===== src/rtl/float_minmax_reduce.sv =====
// Streaming min/max/count reducer over framed IEEE-754 single-precision values.
// NaNs are excluded from ordering; ties keep the earlier element bit-exactly.
module float_minmax_reduce #(
  parameter int CNT_W = 16
) (
  input  logic             clk,
  input  logic             reset,
  input  logic             ce,
  input  logic             start,
  input  logic [31:0]      din,
  input  logic             din_valid,
  input  logic             last,
  output logic             busy,
  output logic             done,
  output logic [31:0]      min_out,
  output logic [31:0]      max_out,
  output logic [CNT_W-1:0] count,
  output logic             nan_seen,
  output logic             empty
);

  localparam int          DATA_W = 32;
  localparam logic [DATA_W-1:0] QNAN = 32'h7FC0_0000;

  typedef enum logic [1:0] {IDLE, RUN, DONE} state_t;

  state_t state;

  function automatic logic is_nan(input logic [DATA_W-1:0] x);
    return (x[30:23] == 8'hFF) && (|x[22:0]);
  endfunction

  function automatic logic is_zero(input logic [DATA_W-1:0] x);
    return ~|x[30:0];
  endfunction

  // Unordered and +-0 pairs compare false; otherwise sign-magnitude order.
  function automatic logic lt(input logic [DATA_W-1:0] a, input logic [DATA_W-1:0] b);
    if (is_nan(a) || is_nan(b))        return 1'b0;
    else if (is_zero(a) && is_zero(b)) return 1'b0;
    else if (a[31] != b[31])           return a[31];
    else if (a[31])                    return a[30:0] > b[30:0];
    else                               return a[30:0] < b[30:0];
  endfunction

  function automatic logic [CNT_W-1:0] sat_inc(input logic [CNT_W-1:0] c);
    return (c == {CNT_W{1'b1}}) ? c : c + CNT_W'(1);
  endfunction

  // Compare stage: single-cycle combinational against the accumulators
  logic din_nan, take_min, take_max;
  assign din_nan  = is_nan(din);
  assign take_min = lt(din, min_out);
  assign take_max = lt(max_out, din);

  // Register stage: FSM and accumulators
  always_ff @(posedge clk or posedge reset) begin
    if (reset) begin
      state    <= IDLE;
      busy     <= 1'b0;
      done     <= 1'b0;
      min_out  <= QNAN;
      max_out  <= QNAN;
      count    <= '0;
      nan_seen <= 1'b0;
      empty    <= 1'b1;
    end else if (ce) begin
      done <= 1'b0;
      if (start) begin
        state    <= RUN;
        busy     <= 1'b1;
        min_out  <= QNAN;
        max_out  <= QNAN;
        count    <= '0;
        nan_seen <= 1'b0;
        empty    <= 1'b1;
      end else begin
        case (state)
          RUN: begin
            if (din_valid) begin
              if (din_nan) begin
                nan_seen <= 1'b1;
              end else if (empty) begin
                min_out <= din;
                max_out <= din;
                count   <= CNT_W'(1);
                empty   <= 1'b0;
              end else begin
                if (take_min) min_out <= din;
                if (take_max) max_out <= din;
                count <= sat_inc(count);
              end
              if (last) begin
                state <= DONE;
                busy  <= 1'b0;
                done  <= 1'b1;
              end
            end
          end
          DONE:    state <= IDLE;
          default: state <= IDLE;
        endcase
      end
    end
  end

endmodule


===== config.mk =====
export PLATFORM = sky130hd
export DESIGN_NAME = float_minmax_reduce
export DESIGN_NICKNAME = d
export VERILOG_FILES = /design/src/rtl/float_minmax_reduce.sv
export SDC_FILE = /design/constraint.sdc
export NUM_CORES = 1
export LEC_CHECK = 0
export CORE_ASPECT_RATIO = 1.4
export CORE_MARGIN = 4
export CORE_UTILIZATION = 43
export CTS_CLUSTER_SIZE = 40
export DETAILED_ROUTE_END_ITERATION = 10
export GPL_TIMING_DRIVEN = 0
export PLACE_DENSITY_LB_ADDON = 0.15
export RECOVER_POWER = 100
export SLEW_MARGIN = 20
export SYNTH_ARGS = -nofsm -noshare
export SYNTH_HDL_FRONTEND = slang
export SYNTH_SLANG_ARGS = --single-unit
export TNS_END_PERCENT = 10

===== constraint.sdc =====
create_clock -name clk -period 3 [get_ports clk]
set_clock_uncertainty 0.05 [all_clocks]
set_input_delay 0.45 -clock clk [delete_from_list [all_inputs] [get_ports clk]]
set_output_delay 0.45 -clock clk [all_outputs]
set_load 0.01 [all_outputs]

* Word-level counts from Yosys, hierarchy flattened
Cells that the tools add are included.
Storage, ports and cells: bits in registers 86, input port bits 38, output and inout bits 84, word-level logic and storage cells 99
Cells by class: add/sub/neg operators 1, order comparisons 4, equal/unequal tests 11, multiplexer cells 46, reductions and logical operators 29
Operator list (count):
- $mux W32 | 12
- $mux W16 | 6
- $reduce_or A31 Y1 | 3
- $reduce_or A23 Y1 | 3
- $gt A31 B31 Y1 | 2
- $lt A31 B31 Y1 | 2
- $eq A8 B8 Y1 const B | 3
- $mux W1 | 24
- $add A16 B1 Y16 const B | 1
- $eq A16 B16 Y1 const B | 1
- $reduce_and A5 Y1 | 3
- $reduce_and A4 Y1 | 3
- $ne A3 B3 Y1 const B | 3
- $mux W2 | 4
- $reduce_bool A2 Y1 | 4
- $reduce_bool A3 Y1 | 2
- $logic_and A1 B1 Y1 | 5
- $logic_not A1 Y1 | 3
- $reduce_and A3 Y1 | 1
- $eq A2 B1 Y1 const B | 1
- $logic_or A1 B1 Y1 | 2
- $ne A1 B1 Y1 | 2
- $ne A2 B2 Y1 const B | 1

* Depth between registers and ports, before layout
depth after elaboration 11, gate-level depth with buffers 11, depth with buffers taken out 9

* Worst setup path before layout
Ideal clock, no wire load.
path kind in2reg, start point in din[25], end point reg max_out[0], setup time 0.122 ns, arrival time 2.687 ns, required time 2.828 ns, setup slack 0.141 ns, stages on the path 11, buffers on the path 2, cells stage by stage inv_1 > ha_1 > nand4_1 > nor4_1 > nor3b_1 > a21boi_0 > o31ai_1 > or3_1 > buf_2 > buf_6 > a32o_1
On the way: longest elaborated chain between the ends 7, elaborated cells on any way between the ends 15, those cells by class 2 x order compare; 2 x eq/ne; 4 x mux; 7 x reduce/logical
RTL lines:
- start: declaration | RTL line 10 | input logic [31:0] din,
- $lt A31 B31 Y1 (tied with other cells) | RTL line 43 | else return a[30:0] < b[30:0];
- $mux W1 or $logic_not A1 Y1 (tied branches) | RTL line 42, 34
- $mux W1 or $logic_and A1 B1 Y1 (tied branches) | RTL line 41, 40
- $mux W1 | RTL line 40 | else if (is_zero(a) && is_zero(b)) return 1'b0;
- $mux W1 | RTL line 39 | if (is_nan(a) || is_nan(b)) return 1'b0;
- $reduce_bool A3 Y1 (no line)
- $reduce_and A5 Y1 (no line) *
- end signal: assignment | RTL line 85 | max_out <= din;
- end signal: assignment | RTL line 90 | if (take_max) max_out <= din;
- end: declaration | RTL line 16 | output logic [31:0] max_out,
Every way passes the cells marked *; elsewhere a longest branch is shown, timed or not. A chain may end at the register's enable or synchronous reset.

* Worst setup path in the final report
start point reg max_out[30], end point reg max_out[20]
On the way: longest elaborated chain between the ends 7, elaborated cells on any way between the ends 14, those cells by class 2 x order compare; 1 x eq/ne; 4 x mux; 7 x reduce/logical
RTL lines (RTL line):
- $lt A31 B31 Y1 (tied with other cells) | 43
- $mux W1 or $logic_not A1 Y1 (tied branches) | 42, 34
- $mux W1 or $logic_and A1 B1 Y1 (tied branches) | 41, 40
- $mux W1 | 40
- $mux W1 * | 39
- $reduce_bool A3 Y1 (no line) *
- $reduce_and A5 Y1 (no line) *
Marks and branches as above.

==> metrics.cfg <==
[run_status]
status = finished with violations
violations = max-capacitance violations, max-slew violations, negative setup slack

[run]
drv_cap = 1

[timing]
rsz0062_at_grt = yes
setup_slack_ps = -34.1
max_slew_margin_pct = -25.0
post-route-period-util_pct = 101
tightest_slew_ps = 1870
max_freq_mhz = 330
hold_viol = 0
drv_slew = 42
post-route-min-period_ps = 3030
setup_violations = 20

[power_and_ir_drop]
cellInternalPower_uw = 3220
leakage_uw = 0.00354
power_frac_clock_pct = 23.9
swShare_pct = 38.2
power_switching_uw = 1990
pwr-share-seq_pct = 33.4
comb_power_share_pct = 42.7
vdd_ir_drop_max_v = 0.000396
power-per-cell-area_mw_per_mm2 = 675

[synthesis]
syn_nets = 711
synth_area_per_cell_um2 = 9.28
synthArstFlopShare_pct = 100
synth_compound_area_share_pct = 23.0
synth_edf_count = 0
syn_inst = 610
synth_xor_xnor_area_share_pct = 1.55
synthAdderAreaFrac_pct = 13.9
netlist_area_mm2 = 0.00566
synth_top_family_by_area = compound AO/OA/AOI/OAI gates
yosysSeqAreaShare_pct = 38.4
yosysUniqueCellTypes = 44
yosysWarnings = 0
synth_mux_area_share_pct = 0
ys.flop_type = dfrtp_1
synth-simple-area-share_pct = 15.8
ys_ff_latch = 86

[cells_and_area]
fin_nets = 857
fin_area_mm2 = 0.00773
nFillCells = 1143
finish.utilization_pct = 60.1
drive_above_1_share_pct = 15.4
final_cell_mix = dlygate4sd3_1, inv_1, dfrtp_1
final_common_cell = dlygate4sd3_1
diodes = 0
area_delta_synth_final_pct = 36.6

[drt]
vias = 5736
drc_errors = 0
viasPerCell = 6.28
wl_per_cell_um = 20.8
antenna_left = 0
dr.pass1.iters = 5
drtIter0Drc = 260
wl_mm = 19.0

[clock_network]
cts_tree = done
clk_root_buffer_cell = clkbuf_16
ctsHoldBuffers = 0
cts.sinks = 86
cts.path.max_buffers = 2
htree_num_levels = 3
cts_inserted_buffers = 9
insertion_delay_ps = 350
path_clk_slew_ps = 60

[worst_setup_path]
timing.critical_path.to_type = flop
reg2reg_depth = 10
startpoint_type = flop
reg2reg_to = max_out[20]
path_class = flop to flop
regToRegSetupSlack_ps = -30
arrival_ps = 3220
cp_max_fo = 10
rr_startpoint = max_out[30]
required_ps = 3180

[global_route]
grt_max_degree = 47
grt.total_usage_pct = 25.2
grt_pass1_wl_mm = 30.3
gr-total-overflow = 0
first_global_vias = 5794
antenna_found_initial = 0

[worst_hold_path]
hold_end = max_out[8]
holdCritPathClass = primary input to flop
hold_start = din[8]
worstHoldPathCells = 2

[floorplanning]
core-area_mm2 = 0.0129
die_w_um = 105
initial_core_util_pct = 44.0
dieArea_mm2 = 0.0151
boundaryPins = 122
fp.dieH_um = 144
num_rows = 49

[place]
dp_hpwl_mm = 14.3
placedInstanceArea_mm2 = 0.00710
port_buffers = 121
globalplace.congestion = 0.914

-- worst max-delay path, cell delays in order, from the launching register on --
cell and delay, ps:
dfstp_2 580, ha_4 140, nand4_1 220, nor4_4 370, nor3b_4 310, a21boi_4 260
o31ai_4 110, or3_1 340, buf_6 140, buf_6 140, a32o_1 240
-- per-stage QoR --
step	total power, µW	worst slack [ps]	instances	hold WS [ps]	setup TNS (ps)
final	5220	-34.1	913	371	-489
after global routing	5540	-135	913	390	-4340
after detailed placement	3890	-1190	885	434	-70090
after floorplan	2870	141	610	437	0
after global placement	3830	-1160	884	440	-149520
after CTS	5210	-19.5	906	449	-126
-- power by group through the flow --
| stage | Combinational, µW | Sequential [µW] | Clock (µW) |
|---|---|---|---|
| after CTS | 2190 | 1760 | 1260 |
| after global routing | 2440 | 1790 | 1310 |
| final | 2230 | 1740 | 1250 |
| after detailed placement | 2090 | 1790 | 0 |
| after floorplan | 1060 | 1810 | 0 |
| after global placement | 2050 | 1780 | 0 |
-- kinds of logic (layout without fill, tap and decap cells) --
family / after synthesis / count (layout)
AO/OA/AOI/OAI: 176 / 176
AND/OR/NAND/NOR: 172 / 172
buffers and inverters: 103 / 253
flip-flops: 86 / 86
adder cells (fa/ha/maj): 63 / 63
XOR/XNOR: 10 / 10
-- timing repair --
| item | 4_1_cts | 5_1_grt |
|---|---|---|
| hold endpoints to repair | 0 | 0 |
| buffers inserted | 6 | 7 |
| resized for setup | 88 | 47 |
| pin swaps | 13 | 14 |
| setup endpoints to repair | 68 | 64 |
-- cell usage after synthesis, types with 2 or more instances --
cell type,n,share of area (%)
o22ai_1,31,3.4
nor4_1,28,3.1
or4_1,4,0.53
a211oi_1,4,0.53
o21ai_0,24,2.1
clkbuf_1,21,1.4
inv_1,75,5.0
dfrtp_1,67,30
nand2_1,33,2.2
nor3_1,14,1.2
a21oi_1,28,2.5
a21boi_0,2,0.27
and3_1,3,0.33
xnor2_1,10,1.5
dfstp_2,19,8.8
o31ai_1,6,0.80
ha_1,63,14
nand3b_1,2,0.27
a221o_1,22,3.9
o211ai_1,2,0.27
a221oi_1,13,2.0
nand3_1,12,1.1
nand4_1,27,3.0
o21a_1,6,0.80
nor2_1,35,2.3
nor4b_1,2,0.31
and2_1,2,0.22
or3_1,3,0.33
buf_6,3,0.60
and4_1,2,0.31
a32o_1,23,4.1
buf_2,4,0.35
a22oi_1,9,1.2
-- layer usage --
layer  routed length, µm  up-vias  GRT usage [%]
li1                    -     2638              -
met2                9730      226           45.1
met1                7580     2821           30.3
met3                 977       51           3.73
met5                   0        -              0
met4                 691        0           10.6
-- flip-flops by register name (all words and copies together) (netlist names) --
register,count
state,2
max_out,32
nan_seen,1
empty,1
done,1
count,16
busy,1
min_out,32
-- layout make-up --
| class | count | area, µm² | share of cell area [%] |
|---|---|---|---|
| clock buffer | 10 | 239 | 3.09 |
| timing repair buffer | 135 | 1240 | 16.1 |
| clock inverter | 5 | 82.6 | 1.07 |
| multi-input combinational | 421 | 3360 | 43.4 |
| tap | 153 | 191 | 2.47 |
| inverter | 75 | 283 | 3.66 |
| sequential | 86 | 2180 | 28.1 |
| buffer | 28 | 163 | 2.10 |
-- worst max-delay path by stage --
| stage | cells after the start | start | to |
|---|---|---|---|
| after global placement | 12 | din[25] | max_out[21] |
| final | 10 | max_out[30] | max_out[20] |
| after detailed placement | 12 | din[25] | max_out[1] |
| after floorplan | 11 | din[25] | max_out[0] |
| after global routing | 10 | max_out[30] | max_out[1] |
| after CTS | 10 | min_out[29] | min_out[1] |
(Power assumes the default switching activity.)
